==> config.mk <==
export PLATFORM = sky130hd
export DESIGN_NAME = write_back_packer
export DESIGN_NICKNAME = d
export VERILOG_FILES = /design/src/rtl/diff_demo_pkg.sv /design/src/rtl/wbp_lane_quant.sv /design/src/rtl/write_back_packer.sv
export SDC_FILE = /design/constraint.sdc
export NUM_CORES = 1
export LEC_CHECK = 0
export BUFFER_PORTS_ARGS = -buffer_cell sky130_fd_sc_hd__clkbuf_2
export CORE_MARGIN = 1
export CORE_UTILIZATION = 50
export DETAILED_ROUTE_END_ITERATION = 10
export GPL_TIMING_DRIVEN = 0
export PLACE_DENSITY_LB_ADDON = 0.3
export SLEW_MARGIN = 10
export SYNTH_ARGS = -nofsm -noshare
export SYNTH_HDL_FRONTEND = slang
export SYNTH_SLANG_ARGS = --single-unit
==> constraint.sdc <==
create_clock -name clk -period 4.6 [get_ports clk]
set_input_delay 0.69 -clock clk [delete_from_list [all_inputs] [get_ports clk]]
set_output_delay 0.69 -clock clk [all_outputs]
set_load 0.05 [all_outputs]
==> src/rtl/diff_demo_pkg.sv <==
// Shared widths and the write-back packer state type.
// The psum buffer depth sets the packer's read address width.
package diff_demo_pkg;

  localparam int PSUM_WIDTH                  = 16;
  localparam int FM_GUARD_GEN_PSUM_BUF_DEPTH = 64;

  typedef enum logic [2:0] {
    S_IDLE  = 3'd0,
    S_READ  = 3'd1,
    S_LOAD  = 3'd2,
    S_GUARD = 3'd3,
    S_EMIT8 = 3'd4,
    S_EMIT4 = 3'd5,
    S_FIN   = 3'd6
  } wbp_state_t;

endpackage

==> src/rtl/wbp_lane_quant.sv <==
// One psum lane: ReLU plus saturation to a byte, and its guard bits.
// Diff mode splits lanes into full-byte (guard8) and nibble-only (guard4) groups.
module wbp_lane_quant #(
  parameter int PSUM_W = 16
) (
  input  logic [PSUM_W-1:0] i_psum,
  input  logic              i_is_diff,
  output logic [7:0]        o_value,
  output logic              o_guard8,
  output logic              o_guard4
);

  logic w_neg;
  logic w_over;

  assign w_neg  = i_psum[PSUM_W-1];
  assign w_over = !w_neg && (|i_psum[PSUM_W-2:8]);

  always_comb begin
    o_value  = i_psum[7:0];
    o_guard8 = 1'b0;
    o_guard4 = 1'b0;
    if (w_neg) begin
      o_value = 8'h00;
    end else if (w_over) begin
      o_value = 8'hFF;
    end
    if (i_is_diff) begin
      o_guard8 = |o_value[7:4];
      o_guard4 = (|o_value[3:0]) && !(|o_value[7:4]);
    end else begin
      o_guard8 = |o_value;
    end
  end

endmodule

==> src/rtl/write_back_packer.sv <==
// Reads psum windows, quantises each lane, emits a guard map and then the
// nonzero bytes (full bytes first, then nibble pairs) highest lane first.
module write_back_packer
  import diff_demo_pkg::*;
#(
  parameter int LANES  = 6,
  parameter int PSUM_W = PSUM_WIDTH,
  parameter int ADDR_W = $clog2(FM_GUARD_GEN_PSUM_BUF_DEPTH)
) (
  input  logic                    clk,
  input  logic                    rst_n,
  input  logic                    ctrl_valid,
  output logic                    ctrl_ready,
  output logic                    ctrl_finish,
  input  logic [7:0]              cfg_w_num,
  input  logic [7:0]              cfg_h_num,
  input  logic [7:0]              cfg_w_cut,
  input  logic                    cfg_is_diff,
  output logic                    rd_en,
  output logic [ADDR_W-1:0]       addr_o,
  input  logic [LANES*PSUM_W-1:0] data_i,
  output logic [LANES-1:0]        guard_o,
  output logic [LANES-1:0]        guard4_o,
  output logic                    guard_o_valid,
  input  logic                    guard_o_ready,
  output logic [7:0]              data_o,
  output logic                    data_o_packed,
  output logic                    data_o_valid,
  input  logic                    data_o_ready,
  output wbp_state_t              o_dbg_state
);

  localparam int IDX_W = (LANES > 1) ? $clog2(LANES) : 1;

  // Handshakes: a transfer happens on a rising edge where valid && ready;
  // once valid is high, payload is held and valid stays high until it does.

  wbp_state_t              r_state, w_next;
  logic [7:0]              r_w_num, r_w_cut, r_count_w, r_count_h;
  logic                    r_is_diff;
  logic [ADDR_W-1:0]       r_addr;
  logic [LANES-1:0][7:0]   r_val;
  logic [LANES-1:0]        r_guard, r_guard4, r_mask8, r_mask4;

  logic [LANES-1:0][7:0]   w_val;
  logic [LANES-1:0]        w_guard8, w_guard4, w_rest4;
  logic [IDX_W-1:0]        w_hi8, w_hi4a, w_hi4b;
  logic                    w_last;

  for (genvar g = 0; g < LANES; g++) begin : g_lane
    wbp_lane_quant #(.PSUM_W(PSUM_W)) u_quant (
      .i_psum   (data_i[g*PSUM_W +: PSUM_W]),
      .i_is_diff(r_is_diff),
      .o_value  (w_val[g]),
      .o_guard8 (w_guard8[g]),
      .o_guard4 (w_guard4[g])
    );
  end

  // Priority encoder: index of the highest set bit (0 when empty).
  function automatic logic [IDX_W-1:0] f_top_idx(input logic [LANES-1:0] m);
    f_top_idx = '0;
    for (int i = 0; i < LANES; i++) begin
      if (m[i]) f_top_idx = IDX_W'(i);
    end
  endfunction

  assign addr_o      = r_addr;
  assign o_dbg_state = r_state;

  always_comb begin
    w_next        = r_state;
    ctrl_ready    = 1'b0;
    ctrl_finish   = 1'b0;
    rd_en         = 1'b0;
    guard_o_valid = 1'b0;
    guard_o       = '0;
    guard4_o      = '0;
    data_o_valid  = 1'b0;
    data_o        = '0;
    data_o_packed = 1'b0;
    w_hi8         = f_top_idx(r_mask8);
    w_hi4a        = f_top_idx(r_mask4);
    w_rest4       = r_mask4 & ~(LANES'(1) << w_hi4a);
    w_hi4b        = f_top_idx(w_rest4);
    w_last        = (r_count_w == 8'd0) && (r_count_h == 8'd0);
    case (r_state)
      S_IDLE: begin
        ctrl_ready = 1'b1;
        if (ctrl_valid) begin
          w_next = (cfg_w_num == 8'd0 || cfg_h_num == 8'd0) ? S_FIN : S_READ;
        end
      end
      S_READ: begin
        rd_en  = 1'b1;
        w_next = S_LOAD;
      end
      S_LOAD: w_next = S_GUARD;
      S_GUARD: begin
        guard_o_valid = 1'b1;
        guard_o       = r_guard;
        guard4_o      = r_guard4;
        if (guard_o_ready) w_next = (r_guard == '0) ? S_EMIT4 : S_EMIT8;
      end
      S_EMIT8: begin
        if (r_mask8 == '0) begin
          w_next = S_EMIT4;
        end else begin
          data_o_valid = 1'b1;
          data_o       = r_val[w_hi8];
        end
      end
      S_EMIT4: begin
        if (r_mask4 == '0) begin
          w_next = w_last ? S_FIN : S_READ;
        end else begin
          data_o_valid  = 1'b1;
          data_o_packed = 1'b1;
          data_o        = {r_val[w_hi4a][3:0],
                           (w_rest4 != '0) ? r_val[w_hi4b][3:0] : 4'h0};
        end
      end
      S_FIN: begin
        ctrl_finish = 1'b1;
        w_next      = S_IDLE;
      end
      default: w_next = S_IDLE;
    endcase
  end

  always_ff @(posedge clk or negedge rst_n) begin
    if (!rst_n) begin
      r_state   <= S_IDLE;
      r_w_num   <= '0;
      r_w_cut   <= '0;
      r_is_diff <= 1'b0;
      r_count_w <= '0;
      r_count_h <= '0;
      r_addr    <= '0;
      r_val     <= '0;
      r_guard   <= '0;
      r_guard4  <= '0;
      r_mask8   <= '0;
      r_mask4   <= '0;
    end else begin
      r_state <= w_next;
      case (r_state)
        S_IDLE: begin
          if (ctrl_valid) begin
            r_w_num   <= cfg_w_num;
            r_w_cut   <= cfg_w_cut;
            r_is_diff <= cfg_is_diff;
            r_count_w <= cfg_w_num - 8'd1;
            r_count_h <= cfg_h_num - 8'd1;
            r_addr    <= '0;
          end
        end
        S_READ: begin
          // End of a row jumps over the cut region of the buffer.
          if (r_count_w == 8'd0) r_addr <= r_addr + ADDR_W'(r_w_cut) + ADDR_W'(1);
          else                   r_addr <= r_addr + ADDR_W'(1);
        end
        S_LOAD: begin
          r_val    <= w_val;
          r_guard  <= w_guard8;
          r_guard4 <= w_guard4;
          r_mask8  <= w_guard8;
          r_mask4  <= w_guard4;
        end
        S_EMIT8: begin
          if (data_o_valid && data_o_ready) r_mask8[w_hi8] <= 1'b0;
        end
        S_EMIT4: begin
          if (data_o_valid && data_o_ready) begin
            r_mask4 <= w_rest4 & ~(LANES'(1) << w_hi4b);
          end else if (r_mask4 == '0 && !w_last) begin
            if (r_count_w == 8'd0) begin
              r_count_w <= r_w_num - 8'd1;
              r_count_h <= r_count_h - 8'd1;
            end else begin
              r_count_w <= r_count_w - 8'd1;
            end
          end
        end
        default: ;
      endcase
    end
  end

endmodule

==> results.ini <==
[pwr]
power_leakage_nw = 3.92
internal_power_mw = 2.69
irDropWorstVdd_uv = 323
finalPower_mw = 4.87
clockPowerShare_pct = 17.2
power_density_mw_per_mm2 = 593
switchingPower_mw = 2.18
p_comb_share_pct = 45.3
netSwitchingFraction_pct = 44.8
seqPwrFrac_pct = 37.5

[synth]
avgSynthCellArea_um2 = 8.26
netlist.area_leader.share_pct = 40.8
synth_flop_cell = dfrtp_1
yosysUniqueCellTypes = 62
synth_nets = 966
ys_seq_area_share_pct = 40.8
synth-seq-cells = 112
synth_cells = 831
yosys_warnings = 0
synth_top_area_cell = dfrtp_1
async_flop_share_pct = 100
synth_edf_count = 0
ys_top_cells_by_area = dfrtp_1, nand2_1, o31ai_1, nor2_1, o21ai_0
synth_area_mm2 = 0.00687

[global_route]
grt_max_degree = 61
grt_pass1_wl_um = 31900
grt_overflow_total = 0
grt_pass1_vias = 6494
antenna_found_initial = 0
grt.total_usage_pct = 28.4

[critical_path]
path_buf_inv = 2
cp_slowest_stage_delay_ns = 0.45
endpoint_kind = primary output
crit_fanout = 10
worstSetupPathType = reg2out
start_kind = flop
path_delay_family = compound AO/OA/AOI/OAI gates
slowest_stage = dfrtp_1
path_cells = clkbuf_1 > a21o_1 > o21ai_0 > a21oi_1 > o221ai_1 > a211oi_1 > a211o_1 > clkbuf_2
required_ns = 3.91
cp_data_arrival_time_ns = 2.69

[timing]
setup_tns_ns = 0
max_freq_ghz = 0.296
min_period_over_period_pct = 73.4
layout_setup_ws_ns = 1.22
post-route-min-period_ns = 3.38
setup_viol = 0
slew_headroom_pct = 53.7
skew_ns = 0.00947
finalHoldViolCount = 0
grt_setup_unrepaired = no
whs_ns = 0.271
worst_pin_slew_ns = 0.690
slew_violations = 0

[detailed_routing]
ant_nets = 0
drt-initial-drc-count = 619
dr.pass1.iters = 5
routed_wl_um = 19700
routed-via-count = 6975
vias_per_cell = 5.92
wire_per_inst_um = 16.7
drcViolationCount = 0

[placement]
hpwl_um = 15000
dp.cells = 1162
pre_cts_slack_ns = 1.64
gp_congestion = 0.935
placed_area_mm2 = 0.00789
io_buffers = 154

[finish]
final_layout_size_suffix_gt1_share_pct = 21.5
areaGrowthSynthToFinish_pct = 19.5
finalInstanceArea_mm2 = 0.00821
diodes = 0
stdcell_count = 1178
nNetsFinal = 1132
nFillCells = 1192
seqCellArea_mm2 = 0.00280
fin_util_pct = 61.7
multi_input_area_mm2 = 0.00375

[run]
drv_cap = 0

[cts]
clockRootBuffer = clkbuf_16
cts_tree = yes
cts_sinks = 112
path_clk_slew_ns = 0.07
cts_max_level = 3
cts_setup_buffers = 0
clock_latency_ns = 0.37
cts_hold_buffers = 0
numCtsBuffers = 9
cts_resized = 0
clk_path_buf_depth = 2

[floorplan]
dieArea_mm2 = 0.0142
rows = 42
die_x_um = 119
die_y_um = 119
ios = 161
core-area_mm2 = 0.0133
start_util_pct = 51.6

[run_status]
status = completed

[min_path]
min_path_type = in2async

==> Yosys cell counts (8+ instances only) <==
library cell,n
a211o_1,13
a21o_1,11
a21oi_1,33
a31oi_1,15
and3_1,15
buf_2,11
clkbuf_1,35
dfrtp_1,112
ha_1,8
inv_1,22
mux2_2,15
nand2_1,147
nand3_1,9
nor2_1,78
nor3_1,43
nor4_1,10
o21ai_0,52
o21ai_1,15
o221ai_1,8
o22ai_1,20
o31ai_1,53
or4_1,12
==> area by class of cell <==
cell class	count	area share (%)
plain buffers	52	2.73
clock buffers	10	2.91
clock inverters	6	0.915
inverters	23	1.05
multi-input cells	644	45.7
flip-flops and latches	112	34.1
well taps	176	2.68
repair buffers	155	9.83
==> state kept, by name (all words and copies together), names as in the netlist <==
signal	count
r_count_h	8
addr_o	6
r_mask4	6
r_mask8	6
r_is_diff	1
r_guard	6
r_guard4	6
r_w_num	8
r_w_cut	6
r_count_w	8
o_dbg_state	3
r_val	48
==> worst register-to-register path, stage by stage, from the launching register on <==
cell and delay (ns):
dfrtp_1 0.41, buf_6 0.15, nand3b_4 0.15, buf_6 0.15, buf_2 0.27, buf_2 0.28
buf_2 0.30, mux2i_1 0.27, ha_1 0.23, o21ai_1 0.16, nor2_1 0.20, nor3_1 0.07
a211oi_1 0.23
==> power groups by stage <==
| stage | Clock [mW] | Sequential, mW | Combinational, mW |
|---|---|---|---|
| 6_report | 0.838 | 1.83 | 2.20 |
| 5_1_grt | 0.875 | 1.88 | 2.44 |
| 4_1_cts | 0.845 | 1.81 | 2.20 |
| 3_5_place_dp | 0 | 1.83 | 2.19 |
| 3_3_place_gp | 0 | 1.81 | 2.13 |
| 2_1_floorplan | 0 | 1.78 | 1.58 |
==> cell families after synthesis <==
logic type	Yosys count	share of synthesized area, %
buffers and inverters	75	4.52
muxes	20	3.19
xor gates and xnor gates	7	0.893
and+or+nand+nor	357	24.8
AOI/OAI and AO/OA	249	23.7
DFF	112	40.8
adders and majority gates	11	2.04
==> per-layer routing <==
| layer | share of wire [%] | global-route usage (%) |
|---|---|---|
| met2 | 47 | 46.5 |
| met5 | 0 | 0 |
| met4 | 2.9 | 12.9 |
| met3 | 6.6 | 4.69 |
| met1 | 43 | 36.8 |
==> final timing paths <==
| check | end | startpoint | cells past startpoint | slack, ns |
|---|---|---|---|---|
| min reg2reg | r_guard4[3] | r_guard4[3] | 2 | 0.47 |
| min in group clk | r_guard4[3] | r_guard4[3] | 2 | 0.47 |
| max | data_o[0] | r_mask4[3] | 8 | 1.22 |
| min | r_w_num[2] | rst_n | 1 | 0.27 |
| max reg2reg | r_count_h[6] | o_dbg_state[1] | 12 | 1.64 |
| max in group asynchronous | r_val[9] | rst_n | 2 | 3.70 |
==> cells in the final DEF, fill, tap and decap left out, drive strengths merged, types with 2 or more instances in the layout <==
cell type and instances:
o221ai 8, xnor2 5, o21a 3, a21oi 33, a32o 2, or3 6
mux2i 5, nand2b 3, nor4 12, dfrtp 112, nor2b 7, clkinv 3
nand2 149, buf 18, o21bai 4, nor2 78, and2 4, maj3 2
ha 8, o21ai 69, o211ai 3, nand3 9, nand4 4, a21o 11
o31ai 54, mux2 15, or2 2, a31oi 15, or4 13, a211oi 6
a21boi 2, nor3b 3, xor2 2, nor3 46, and3 15, inv 25
or4b 3, o22ai 20, clkbuf 199, a211o 13
No activity file was read; power rests on OpenSTA's default activity.
